==> src/rtl/calc_pkg.sv <==
// Shared types and defaults for the 4-bit calculator sequencer and its iterative divider.
// Opcode decoding lives here so every block maps the raw 3-bit code the same way.
package calc_pkg;

    localparam int DEF_W       = 4;
    localparam int DEF_PCT_DIV = 100;

    typedef enum logic [2:0] {
        OP_ADD = 3'd0,
        OP_SUB = 3'd1,
        OP_MUL = 3'd2,
        OP_DIV = 3'd3,
        OP_POW = 3'd4,
        OP_PCT = 3'd5,
        OP_ILL = 3'd6
    } op_e;

    typedef enum logic [1:0] {
        IDLE = 2'd0,
        EXEC = 2'd1,
        DONE = 2'd2
    } state_e;

    // Codes 6 and 7 both collapse onto OP_ILL.
    function automatic op_e decode_op(input logic [2:0] code);
        case (code)
            3'd0:    return OP_ADD;
            3'd1:    return OP_SUB;
            3'd2:    return OP_MUL;
            3'd3:    return OP_DIV;
            3'd4:    return OP_POW;
            3'd5:    return OP_PCT;
            default: return OP_ILL;
        endcase
    endfunction

endpackage

==> src/rtl/calc_div_iter.sv <==
// Iterative restoring divider: one quotient bit per cycle, MSB first, W cycles per run.
// done is high during the final step; quot/rem then carry that step's results.
module calc_div_iter
    import calc_pkg::*;
#(
    parameter int W = DEF_W
) (
    input  logic         clk,
    input  logic         rst_n,
    input  logic         start,
    input  logic [W-1:0] dividend,
    input  logic [W-1:0] divisor,
    output logic         busy,
    output logic         done,
    output logic [W-1:0] quot,
    output logic [W-1:0] rem
);

    localparam int CW = $clog2(W + 1);

    logic [W-1:0]  quot_q, quot_d;
    logic [W-1:0]  rem_q, rem_d;
    logic [W-1:0]  divisor_q, divisor_d;
    logic [CW-1:0] cnt_q, cnt_d;
    logic          busy_q, busy_d;

    logic [W:0]    shifted;
    logic [W:0]    trial;
    logic [W-1:0]  step_quot;
    logic [W-1:0]  step_rem;

    // Partial remainder is shifted left by one dividend bit (held in the quotient
    // register), then the divisor is subtracted; a borrow means restore.
    always_comb begin
        shifted   = {rem_q, quot_q[W-1]};
        trial     = shifted - {1'b0, divisor_q};
        step_quot = {quot_q[W-2:0], ~trial[W]};
        step_rem  = trial[W] ? shifted[W-1:0] : trial[W-1:0];
    end

    // NOTE: every always_comb output gets a default first, so no path can infer a latch.
    always_comb begin
        quot_d    = quot_q;
        rem_d     = rem_q;
        divisor_d = divisor_q;
        cnt_d     = cnt_q;
        busy_d    = busy_q;
        if (start) begin
            quot_d    = dividend;
            rem_d     = '0;
            divisor_d = divisor;
            cnt_d     = CW'(W);
            busy_d    = 1'b1;
        end else if (busy_q) begin
            quot_d = step_quot;
            rem_d  = step_rem;
            cnt_d  = cnt_q - 1'b1;
            if (cnt_q == CW'(1)) begin
                busy_d = 1'b0;
            end
        end
    end

    // NOTE: state registers use non-blocking assignments so all flops update together.
    always_ff @(posedge clk or negedge rst_n) begin
        if (!rst_n) begin
            quot_q    <= '0;
            rem_q     <= '0;
            divisor_q <= '0;
            cnt_q     <= '0;
            busy_q    <= 1'b0;
        end else begin
            quot_q    <= quot_d;
            rem_q     <= rem_d;
            divisor_q <= divisor_d;
            cnt_q     <= cnt_d;
            busy_q    <= busy_d;
        end
    end

    assign busy = busy_q;
    assign done = busy_q && (cnt_q == CW'(1));
    assign quot = step_quot;
    assign rem  = step_rem;

endmodule

==> src/rtl/calc_op_sequencer.sv <==
// Sequencing controller for the calculator datapath: accepts one request, runs it in EXEC,
// and presents the registered result one cycle after entering DONE until it is taken.
module calc_op_sequencer
    import calc_pkg::*;
#(
    parameter int W       = DEF_W,
    parameter int PCT_DIV = DEF_PCT_DIV
) (
    input  logic           clk,
    input  logic           rst_n,
    input  logic           in_valid,
    output logic           in_ready,
    input  logic [2:0]     op,
    input  logic [W-1:0]   a,
    input  logic [W-1:0]   b,
    output logic           out_valid,
    input  logic           out_ready,
    output logic [2*W-1:0] resul,
    output logic           err,
    output logic           ovf
);

    localparam logic [2*W-1:0] ONES      = '1;
    localparam logic [2*W-1:0] PCT_DIV_W = (2*W)'(PCT_DIV);

    state_e         state_q, state_d;
    op_e            op_q, op_d;
    logic [W-1:0]   a_q, a_d;
    logic [W-1:0]   b_q, b_d;
    logic [W-1:0]   pow_cnt_q, pow_cnt_d;
    logic [2*W-1:0] acc_q, acc_d;
    logic           sat_q, sat_d;
    logic [2*W-1:0] res_q, res_d;
    logic           err_q, err_d;
    logic           ovf_q, ovf_d;
    logic           out_valid_q, out_valid_d;

    op_e            req_op;
    logic           div_start;
    logic           div_busy;
    logic           div_done;
    logic [W-1:0]   div_quot;
    logic [W-1:0]   div_rem;

    logic [2*W-1:0] a_ext, b_ext;
    logic [2*W-1:0] mul_res;
    logic [3*W-1:0] pow_prod;
    logic           pow_sat;

    assign req_op    = decode_op(op);
    assign in_ready  = (state_q == IDLE) && !div_busy;
    assign div_start = in_ready && in_valid && (req_op == OP_DIV) && (b != '0);

    calc_div_iter #(.W(W)) u_div (
        .clk      (clk),
        .rst_n    (rst_n),
        .start    (div_start),
        .dividend (a),
        .divisor  (b),
        .busy     (div_busy),
        .done     (div_done),
        .quot     (div_quot),
        .rem      (div_rem)
    );

    // A POW step saturates when the product spills above 2W bits; the flag is sticky.
    always_comb begin
        a_ext    = {{W{1'b0}}, a_q};
        b_ext    = {{W{1'b0}}, b_q};
        mul_res  = a_ext * b_ext;
        pow_prod = {{W{1'b0}}, acc_q} * {{(2*W){1'b0}}, a_q};
        pow_sat  = sat_q | (|pow_prod[3*W-1:2*W]);
    end

    always_comb begin
        state_d     = state_q;
        op_d        = op_q;
        a_d         = a_q;
        b_d         = b_q;
        pow_cnt_d   = pow_cnt_q;
        acc_d       = acc_q;
        sat_d       = sat_q;
        res_d       = res_q;
        err_d       = err_q;
        ovf_d       = ovf_q;
        out_valid_d = out_valid_q;

        case (state_q)
            IDLE: begin
                out_valid_d = 1'b0;
                if (in_valid && in_ready) begin
                    state_d   = EXEC;
                    op_d      = req_op;
                    a_d       = a;
                    b_d       = b;
                    acc_d     = {{(2*W-1){1'b0}}, 1'b1};
                    pow_cnt_d = b;
                    sat_d     = 1'b0;
                end
            end

            EXEC: begin
                case (op_q)
                    OP_ADD: begin
                        res_d   = a_ext + b_ext;
                        state_d = DONE;
                    end
                    OP_SUB: begin
                        res_d   = a_ext - b_ext;
                        state_d = DONE;
                    end
                    OP_MUL: begin
                        res_d   = mul_res;
                        state_d = DONE;
                    end
                    OP_PCT: begin
                        res_d   = mul_res / PCT_DIV_W;
                        state_d = DONE;
                    end
                    OP_DIV: begin
                        if (b_q == '0) begin
                            res_d   = ONES;
                            err_d   = 1'b1;
                            state_d = DONE;
                        end else if (div_done) begin
                            res_d   = {div_rem, div_quot};
                            state_d = DONE;
                        end
                    end
                    OP_POW: begin
                        // b=0 still spends one EXEC cycle and leaves acc at 1.
                        if (pow_cnt_q != '0) begin
                            acc_d     = pow_prod[2*W-1:0];
                            sat_d     = pow_sat;
                            pow_cnt_d = pow_cnt_q - 1'b1;
                        end
                        if (pow_cnt_q <= W'(1)) begin
                            ovf_d   = sat_d;
                            res_d   = sat_d ? ONES : acc_d;
                            state_d = DONE;
                        end
                    end
                    default: begin
                        res_d   = ONES;
                        err_d   = 1'b1;
                        state_d = DONE;
                    end
                endcase
            end

            DONE: begin
                if (!out_valid_q) begin
                    out_valid_d = 1'b1;
                end else if (out_ready) begin
                    out_valid_d = 1'b0;
                    res_d       = '0;
                    err_d       = 1'b0;
                    ovf_d       = 1'b0;
                    state_d     = IDLE;
                end
            end

            default: begin
                state_d     = IDLE;
                out_valid_d = 1'b0;
            end
        endcase
    end

    always_ff @(posedge clk or negedge rst_n) begin
        if (!rst_n) begin
            state_q     <= IDLE;
            op_q        <= OP_ADD;
            a_q         <= '0;
            b_q         <= '0;
            pow_cnt_q   <= '0;
            acc_q       <= '0;
            sat_q       <= 1'b0;
            res_q       <= '0;
            err_q       <= 1'b0;
            ovf_q       <= 1'b0;
            out_valid_q <= 1'b0;
        end else begin
            state_q     <= state_d;
            op_q        <= op_d;
            a_q         <= a_d;
            b_q         <= b_d;
            pow_cnt_q   <= pow_cnt_d;
            acc_q       <= acc_d;
            sat_q       <= sat_d;
            res_q       <= res_d;
            err_q       <= err_d;
            ovf_q       <= ovf_d;
            out_valid_q <= out_valid_d;
        end
    end

    assign out_valid = out_valid_q;
    assign resul     = res_q;
    assign err       = err_q;
    assign ovf       = ovf_q;

endmodule
==> config.mk <==
export PLATFORM = sky130hd
export DESIGN_NAME = calc_op_sequencer
export DESIGN_NICKNAME = d
export VERILOG_FILES = /design/src/rtl/calc_pkg.sv /design/src/rtl/calc_div_iter.sv /design/src/rtl/calc_op_sequencer.sv
export SDC_FILE = /design/constraint.sdc
export NUM_CORES = 1
export LEC_CHECK = 0
export ABC_AREA = 0
export CAP_MARGIN = 10
export CORE_ASPECT_RATIO = 0.5
export CORE_MARGIN = 3
export CORE_UTILIZATION = 38
export CTS_BUF_LIST = sky130_fd_sc_hd__clkbuf_8
export DETAILED_ROUTE_END_ITERATION = 6
export PLACE_DENSITY_LB_ADDON = 0.25
export SLEW_MARGIN = 20
export SYNTH_ARGS = -nofsm -noshare
export SYNTH_HDL_FRONTEND = slang
export SYNTH_SLANG_ARGS = --single-unit
==> constraint.sdc <==
create_clock -name clk -period 4.69 [get_ports clk]
set_clock_uncertainty 0.1 [all_clocks]
set_input_delay 1.407 -clock clk [delete_from_list [all_inputs] [get_ports clk]]
set_output_delay 1.407 -clock clk [all_outputs]
set_load 0.01 [all_outputs]
==> results_dict.tcl, run 1 <==
set metrics [dict create \
    syn_area_per_cell_um2 8.43 \
    grt_pass1_vias 3914 \
    crit_type "flip-flop to flip-flop" \
    path_clk_slew_ns 0.09 \
    internal_power_uw 1670 \
    synthTopCellsByCount "nand2_1 (81), dfrtp_1 (53), ha_1 (46)" \
    fp.dieH_um 83.7 \
    netSwitchingPower_uw 1600 \
    pwr_density_cell_nw_per_um2 639 \
    netlist.area_leader.share_pct 28.9 \
    hold_start "u_div.quot_q[1]$_DFFE_PN0P_" \
    post_cts_buffers 0 \
    grt_max_degree 42 \
    fin_crit_sh_pct 88.3 \
    initial_core_util_pct 40.3 \
    required_ns 4.78 \
    holdBufCountCts 0 \
    hold_class "flip-flop to flip-flop" \
    synthToLayoutAreaGrowth_pct 11.4 \
    grt_usage_pct 18.8 \
    combPwrFrac_pct 61.8 \
    drt_iter0_markers 309 \
    leakage_uw 0.00235 \
    fmax_mhz 242 \
    seq_area_frac_synth_pct 28.9 \
    critPathLaunchType "flip-flop" \
    gr-total-overflow 0 \
    postSynthCellCount 545 \
    clockBufferDepth 2 \
    drive_gt1_share_pct 4.97 \
    routabilityCongestion 0.863 \
    arrival_ns 4.23 \
    p_seq_share_pct 28.6 \
    cts_tree "done" \
    end_kind "flip-flop" \
    rsz0062_at_grt "false" \
    wl_per_cell_um 16.8 \
    coreArea_um2 11400 \
    ios 27 \
    endpoint "resul[0]$_DFFE_PN0P_" \
    grt_pass1_wl_um 20600 \
    routed_wl_um 12200 \
    timing.final.max_slew_violations 0 \
    timing.rr.end "resul[0]$_DFFE_PN0P_" \
    switching_share_pct 48.8 \
    drtPass1Iterations 6 \
    cts.sinks 53 \
    diodes 0 \
    tightest_slew_ns 0.935 \
    placement_rows 27 \
    cap_violations 0 \
    vias 3892 \
    setup_tns_ns 0 \
    ff2ff_setup_slack_ns 0.55 \
    yosys_register_bits 53 \
    slew_headroom_pct 37.7 \
    clock_power_share_pct 9.6 \
    antenna_found_initial 0 \
    status "finished, final reports clean" \
    reg2reg_depth 11 \
    finalSetupViolCount 0 \
    hold-path-cell-count 2 \
    setup_slack_ns 0.551 \
    timing.rr.start "a_q[1]$_DFFE_PN0P_" \
    ir_drop_mv 0.362 \
    synth_area_um2 4590 \
    hpwl_um 9560 \
    startpoint "a_q[1]$_DFFE_PN0P_" \
    fp.dieArea_um2 13500 \
    ys.flop_type "dfrtp_1" \
    root_buffer "clkbuf_8" \
    fp.dieW_um 161 \
    ys_types 62 \
    async_reset_ff_share_pct 100 \
    synth-edff-count 0 \
    worst-path-max-fanout 16 \
    viasPerCell 5.39 \
    hold_violations 0 \
    remaining_drc_errors 0 \
    synth_nets 625 \
    preCtsSetupSlack_ns 0.545 \
    cts_buffers 5 \
    synth_most_common_cell "nand2_1" \
    ys_top_cells_by_area "dfrtp_1 (29%), ha_1 (13%), fa_1 (8.3%), nand2_1 (6.6%), o21ai_0 (4.5%)" \
    portBuffers 26 \
    htreeDepth 2 \
    cts_resized 0 \
    ant_nets 0 \
    yosysWarnings 0 \
    yosysTopAreaCell "dfrtp_1" \
    clock_latency_ns 0.32 \
    period_needed_ns 4.14 \
    final_nets 642 \
]
## worst min path at each step
stage | endpoint | slack (ns)
after detailed placement | u_div.divisor_q[0]$_DFFE_PN0P_ | 0.41
after floorplan | u_div.divisor_q[0]$_DFFE_PN0P_ | 0.35
after CTS | u_div.divisor_q[0]$_DFFE_PN0P_ | 0.43
final | u_div.quot_q[1]$_DFFE_PN0P_ | 0.43
after global placement | u_div.divisor_q[0]$_DFFE_PN0P_ | 0.39
after global routing | resul[1]$_DFFE_PN0P_ | 0.46
## power groups by stage
| stage | Sequential, uW | Clock [uW] | Combinational, uW |
|---|---|---|---|
| finish | 935 | 315 | 2020 |
| global placement | 934 | 0 | 1970 |
| global route | 983 | 344 | 2280 |
| detailed placement | 943 | 0 | 2000 |
| CTS | 933 | 323 | 2010 |
| floorplan | 808 | 0 | 1520 |
## per-stage QoR
step	cell area [um^2]	hold WS (ns)	util [%]	instances	power, uW
2_1_floorplan	4590	0.352	-	545	2330
3_3_place_gp	5000	0.386	43.9	714	2900
3_5_place_dp	5000	0.407	43.9	714	2940
4_1_cts	5110	0.433	44.9	722	3270
5_1_grt	5110	0.457	44.9	722	3610
6_report	5110	0.430	44.9	722	3270
## registers in the layout (all words and copies together), names as in the netlist
signal / flops
acc_q: 8
resul: 8
a_q: 4
b_q: 4
pow_cnt_q: 4
u_div.divisor_q: 4
u_div.quot_q: 4
u_div.rem_q: 4
op_q: 3
u_div.cnt_q: 3
state_q: 2
err: 1
out_valid: 1
ovf: 1
sat_q: 1
u_div.busy: 1
## routing by layer
layer / global-route usage [%] / part of all wire (%) / vias up
met1: 28.5 / 51 / 1861
li1: - / - / 1921
met4: 2.81 / 1.1 / 0
met3: 3.82 / 5.2 / 14
met5: 0 / 0 / -
met2: 28.1 / 43 / 96
## cells in the final DEF, fill, tap and decap left out, types with 7 or more instances in the layout
cell type and instances:
nand2_1 81, dfrtp_1 53, ha_1 46, inv_1 42
nor2_1 42, o21ai_0 41, a21oi_1 33, and2_1 26
clkdlybuf4s50_1 25, fa_1 19, nand2b_1 11, o211ai_1 9
nor3_1 8, nor2b_1 7, nand3_1 7
## logic make-up (layout without fill, tap and decap cells)
logic type               count (synthesis)  count (layout)  synth area share [%]
XOR/XNOR                                 9               9                  1.72
AO/OA/AOI/OAI                          136             136                  18.9
adder cells (fa/ha/maj)                 65              65                  20.8
buffers and inverters                   63              81                  5.39
multiplexers                             5               5                  1.17
flip-flops                              53              53                  28.9
AND/OR/NAND/NOR                        214             214                  23.2
## cell type report
cell class                 instances  area, um^2
fill                            1132        6270
multi-input combinational        429        3020
sequential                        53        1330
timing repair buffer              32         300
tap                              159         199
inverter                          41         154
clock buffer                       5        68.8
clock inverter                     3        42.5
## critical path, stage by stage, from the launching register on
cell and delay, ns:
dfrtp_1 0.68, nand2_1 0.13, fa_1 0.49, fa_1 0.60
inv_1 0.06, ha_1 0.30, a211oi_1 0.26, o21ai_2 0.13
mux2i_1 0.12, or4b_1 0.67, a21oi_1 0.36, o211ai_1 0.12
No activity file was read; power rests on OpenSTA's default activity.
==> inputs of run 2 (changes only) <==
--- a/config.mk
+++ b/config.mk
@@ -7,6 +7,8 @@
 export LEC_CHECK = 0
 export ABC_AREA = 0
 export CAP_MARGIN = 10
+export CELL_PAD_IN_SITES_DETAIL_PLACEMENT = 1
+export CELL_PAD_IN_SITES_GLOBAL_PLACEMENT = 1
 export CORE_ASPECT_RATIO = 0.5
 export CORE_MARGIN = 3
 export CORE_UTILIZATION = 38
==> run 2 against run 1 <==
Compared with the run above:
- routed wire length up 10%
- setup slack worse by 0.054 ns
- fmax down 1.3%
- sequential cell count unchanged
- highest routed layer unchanged
- register-to-register slack worse by 0.05 ns
- combinational power up 2%
- clock power down 16%
- non-clock buffer count up 1
- global-route usage up 2.1 points
- critical path depth unchanged
- sequential power up 0.4%
- critical path type unchanged
- die area unchanged
==> results_dict.tcl, run 2 (synthesized netlist as in run 1, its figures left out) <==
set metrics [dict create \
    status "finished, final reports clean" \
    wl_per_cell_um 18.6 \
    placed_area_um2 5010 \
    hpwl_um 10900 \
    initial_core_util_pct 40.3 \
    grt_pass1_wl_um 22500 \
    rsz0062_at_grt "false" \
    grt_max_degree 27 \
    critPathLaunchType "flip-flop" \
    final_area_um2 5100 \
    slew_headroom_pct 48.0 \
    fp.dieArea_um2 13500 \
    drive_gt1_share_pct 5.14 \
    routed_wl_um 13400 \
    fp.dieW_um 161 \
    placement_rows 27 \
    root_buffer "clkbuf_8" \
    fmax_mhz 238 \
    period_needed_ns 4.19 \
    ir_drop_mv 0.393 \
    cts_buffers 5 \
    synthToLayoutAreaGrowth_pct 11.1 \
    final_util_pct 44.8 \
    path_clk_slew_ns 0.11 \
    hold_class "flip-flop to flip-flop" \
    setup_slack_ns 0.497 \
    antenna_found_initial 0 \
    setup_tns_ns 0 \
    drtPass1Iterations 5 \
    cap_violations 0 \
    portBuffers 26 \
    tightest_slew_ns 0.761 \
    diodes 0 \
    reg2reg_depth 11 \
    post_cts_buffers 0 \
    most-common-layout-cells "nand2_1 (81), dfrtp_1 (53), ha_1 (46)" \
    ant_nets 0 \
    required_ns 4.80 \
    clock_latency_ns 0.32 \
    arrival_ns 4.30 \
    grt_pass1_vias 4182 \
    final_nets 643 \
    cts_tree "done" \
    timing.final.max_slew_violations 0 \
    fillers 1362 \
    hold-path-cell-count 2 \
    leakage_uw 0.00234 \
    cts.sinks 53 \
    fin_crit_sh_pct 89.4 \
    crit_type "flip-flop to flip-flop" \
    viasPerCell 5.55 \
    holdBufCountCts 0 \
    end_kind "flip-flop" \
    preCtsSetupSlack_ns 0.463 \
    final_common_cell "nand2_1" \
    routabilityCongestion 0.856 \
    htreeDepth 2 \
    gr-total-overflow 0 \
    worst-path-max-fanout 16 \
    remaining_drc_errors 0 \
    ios 27 \
    finalSetupViolCount 0 \
    vias 4012 \
    drt_iter0_markers 200 \
    pwr_density_cell_nw_per_um2 641 \
    holdWs_ns 0.406 \
    clockBufferDepth 2 \
    hold_violations 0 \
    cts_resized 0 \
    grt_usage_pct 20.9 \
    coreArea_um2 11400 \
    fp.dieH_um 83.7 \
]
==> run 2: stage by stage <==
stage          std cells  total power (uW)
6_report             723              3270
3_3_place_gp         715              2930
3_5_place_dp         715              2990
4_1_cts              723              3270
5_1_grt              723              3630
2_1_floorplan        545              2330
==> run 2: cell type report <==
type                       count  area, um^2  share of cell area (%)
clock buffer                   5        68.8                    1.35
tap                          159         199                    3.90
timing repair buffer          33         308                    6.03
clock inverter                 3        15.0                   0.294
multi-input combinational    429        3030                    59.4
inverter                      41         154                    3.02
sequential                    53        1330                    26.0
==> run 2: worst max-delay path: stages (launching register included) <==
cell,delay [ns]
dfrtp_1,0.69
nand2_1,0.13
fa_1,0.50
fa_1,0.60
inv_1,0.06
ha_1,0.30
a211oi_1,0.27
o21ai_2,0.13
mux2i_1,0.12
or4b_1,0.66
a211oi_1,0.38
o211ai_1,0.12
==> run 2: layer usage <==
| layer | GRT usage, % | routed length (um) | up-vias |
|---|---|---|---|
| li1 | - | - | 1925 |
| met3 | 2.63 | 507 | 15 |
| met1 | 31.9 | 7010 | 2003 |
| met2 | 31.8 | 5740 | 69 |
| met5 | 0 | 0 | - |
| met4 | 3.83 | 161 | 0 |
==> run 2: path summary, 6_finish.rpt <==
kind	start	to	slack (ns)
worst max-delay path	a_q[1]$_DFFE_PN0P_	resul[6]$_DFFE_PN0P_	0.50
worst min-delay path	u_div.divisor_q[0]$_DFFE_PN0P_	u_div.divisor_q[0]$_DFFE_PN0P_	0.41
worst max register to register	a_q[1]$_DFFE_PN0P_	resul[6]$_DFFE_PN0P_	0.50
worst min register to register	u_div.divisor_q[0]$_DFFE_PN0P_	u_div.divisor_q[0]$_DFFE_PN0P_	0.41
max in group asynchronous	rst_n	u_div.divisor_q[0]$_DFFE_PN0P_	2.83
min in group asynchronous	rst_n	acc_q[1]$_DFFE_PN0P_	0.97
==> run 2: power by group <==
| group | switching [uW] | internal, uW | leakage (uW) | total (uW) |
|---|---|---|---|---|
| clock | 164 | 102 | 0.0000467 | 266 |
| combinational | 1190 | 873 | 0.00163 | 2060 |
| sequential | 296 | 643 | 0.000666 | 939 |
| total | 1650 | 1620 | 0.00234 | 3270 |
==> inputs of run 3 (changes only) <==
--- a/config.mk
+++ b/config.mk
@@ -11,7 +11,7 @@
 export CELL_PAD_IN_SITES_GLOBAL_PLACEMENT = 1
 export CORE_ASPECT_RATIO = 0.5
 export CORE_MARGIN = 3
-export CORE_UTILIZATION = 38
+export CORE_UTILIZATION = 48
 export CTS_BUF_LIST = sky130_fd_sc_hd__clkbuf_8
 export DETAILED_ROUTE_END_ITERATION = 6
 export PLACE_DENSITY_LB_ADDON = 0.25
==> run 3 against run 2 <==
Compared with the run above:
- sequential share of layout area increased by 0.31 points
- first-iteration DRC count grew 3.5%
- fmax grew 1.5%
- worst hold slack better by 0.013 ns
- largest cell class unchanged
- setup slack gained 0.061 ns
- power up 0.47%
- non-clock buffer count is 1 lower
- clock power is 2% lower
- register-to-register slack gained 0.06 ns
- combinational power is essentially flat
- global-route usage rose by 5.2 points
- die area is 20% lower
==> results_dict.tcl, run 3 (synthesized netlist as in run 1, its figures left out) <==
set metrics [dict create \
    final_nets 642 \
    cts.sinks 53 \
    gr-total-overflow 0 \
    holdWs_ns 0.419 \
    post_cts_buffers 0 \
    wl_per_cell_um 19.3 \
    grt_max_degree 40 \
    remaining_drc_errors 0 \
    hold-path-cell-count 2 \
    cts_resized 0 \
    switching_share_pct 50.6 \
    reg2reg_depth 11 \
    grt_usage_pct 26.2 \
    fmax_mhz 242 \
    path_clk_slew_ns 0.10 \
    dpl.cell_count 672 \
    most-common-layout-cells "nand2_1 (81), dfrtp_1 (53), ha_1 (46)" \
    preCtsSetupSlack_ns 0.584 \
    htreeDepth 2 \
    clockBufferDepth 2 \
    clock_power_share_pct 7.9 \
    required_ns 4.78 \
    final_common_cell "nand2_1" \
    layout.cells.non_filler 680 \
    viasPerCell 5.91 \
    hold_class "flip-flop to flip-flop" \
    hpwl_um 10600 \
    grt_pass1_vias 4120 \
    crit_type "flip-flop to flip-flop" \
    root_buffer "clkbuf_8" \
    ir_drop_mv 0.422 \
    timing.final.max_slew_violations 0 \
    p_seq_share_pct 28.5 \
    portBuffers 26 \
    critPathLaunchType "flip-flop" \
    worst-path-max-fanout 14 \
    vias 4016 \
    setup_tns_ns 0 \
    fin_crit_sh_pct 88.1 \
    combPwrFrac_pct 63.6 \
    status "finished, final reports clean" \
    clock_latency_ns 0.32 \
    cts_buffers 5 \
    fp.dieArea_um2 10800 \
    internal_power_uw 1620 \
    cts_tree "done" \
    synthToLayoutAreaGrowth_pct 9.78 \
    initial_core_util_pct 51.0 \
    setup_slack_ns 0.558 \
    fp.dieH_um 75.2 \
    grt_pass1_wl_um 21800 \
    slew_headroom_pct 40.1 \
    placement_rows 24 \
    period_needed_ns 4.13 \
    cap_violations 0 \
    ios 27 \
    pwr_density_cell_nw_per_um2 651 \
    tightest_slew_ns 0.899 \
    power_uw 3280 \
    drtPass1Iterations 4 \
    routed_wl_um 13100 \
    routabilityCongestion 0.920 \
    ant_nets 0 \
    end_kind "flip-flop" \
    antenna_found_initial 0 \
    holdBufCountCts 0 \
    leakage_uw 0.00234 \
    netSwitchingPower_uw 1660 \
    hold_violations 0 \
    diodes 0 \
    rsz0062_at_grt "false" \
    coreArea_um2 9010 \
    drive_gt1_share_pct 4.97 \
    drt_iter0_markers 207 \
    arrival_ns 4.22 \
    fp.dieW_um 144 \
    finalSetupViolCount 0 \
]
==> run 3: cell count changes in the layout (fill, tap and decap cells not counted) <==
cell	before	now
buf_4	7	6
==> run 3: worst max-delay path, stage by stage, from the launching register on <==
cell and delay (ns):
dfrtp_1 0.58, nand2_1 0.15, fa_1 0.57, inv_1 0.06
fa_1 0.47, ha_1 0.37, nor2b_1 0.17, o2111ai_1 0.24
a21oi_1 0.10, or4b_1 0.71, a21oi_1 0.35, o211ai_1 0.13
==> run 3: path summary, 6_finish.rpt <==
| check | start | end | slack, ns |
|---|---|---|---|
| max | a_q[3]$_DFFE_PN0P_ | resul[4]$_DFFE_PN0P_ | 0.56 |
| min | u_div.divisor_q[0]$_DFFE_PN0P_ | u_div.divisor_q[0]$_DFFE_PN0P_ | 0.42 |
| min reg2reg | u_div.divisor_q[0]$_DFFE_PN0P_ | u_div.divisor_q[0]$_DFFE_PN0P_ | 0.42 |
| max reg2reg | a_q[3]$_DFFE_PN0P_ | resul[4]$_DFFE_PN0P_ | 0.56 |
| max in group asynchronous | rst_n | u_div.quot_q[2]$_DFFE_PN0P_ | 2.63 |
| min in group asynchronous | rst_n | acc_q[5]$_DFFE_PN0P_ | 1.10 |
==> run 3: final cells by class <==
type	instances	area, um^2
multi-input combinational	429	3030
clock inverter	3	15.0
timing repair buffer	32	300
tap	117	146
fill	1093	3970
sequential	53	1330
inverter	41	154
clock buffer	5	68.8
==> run 3: stage by stage <==
step | cell area, um^2 | utilization, %
floorplan | 4590 | -
global placement | 4950 | 55.0
detailed placement | 4950 | 55.0
CTS | 5030 | 55.9
global route | 5040 | 56.0
finish | 5040 | 56.0
==> run 3: power by group through the flow <==
stage          Clock (uW)  Combinational [uW]  Sequential [uW]
3_5_place_dp            0                2060              932
4_1_cts               266                2070              924
3_3_place_gp            0                1970              925
2_1_floorplan           0                1520              808
5_1_grt               282                2360              971
6_report              260                2090              936
==> run 3: routing by layer <==
layer / wire length, um / vias up / GRT usage, %
met4: 127 / 0 / 5.79
met1: 6720 / 2009 / 39.3
met5: 0 / - / 0
li1: - / 1927 / -
met2: 5630 / 67 / 40.5
met3: 646 / 13 / 3.74
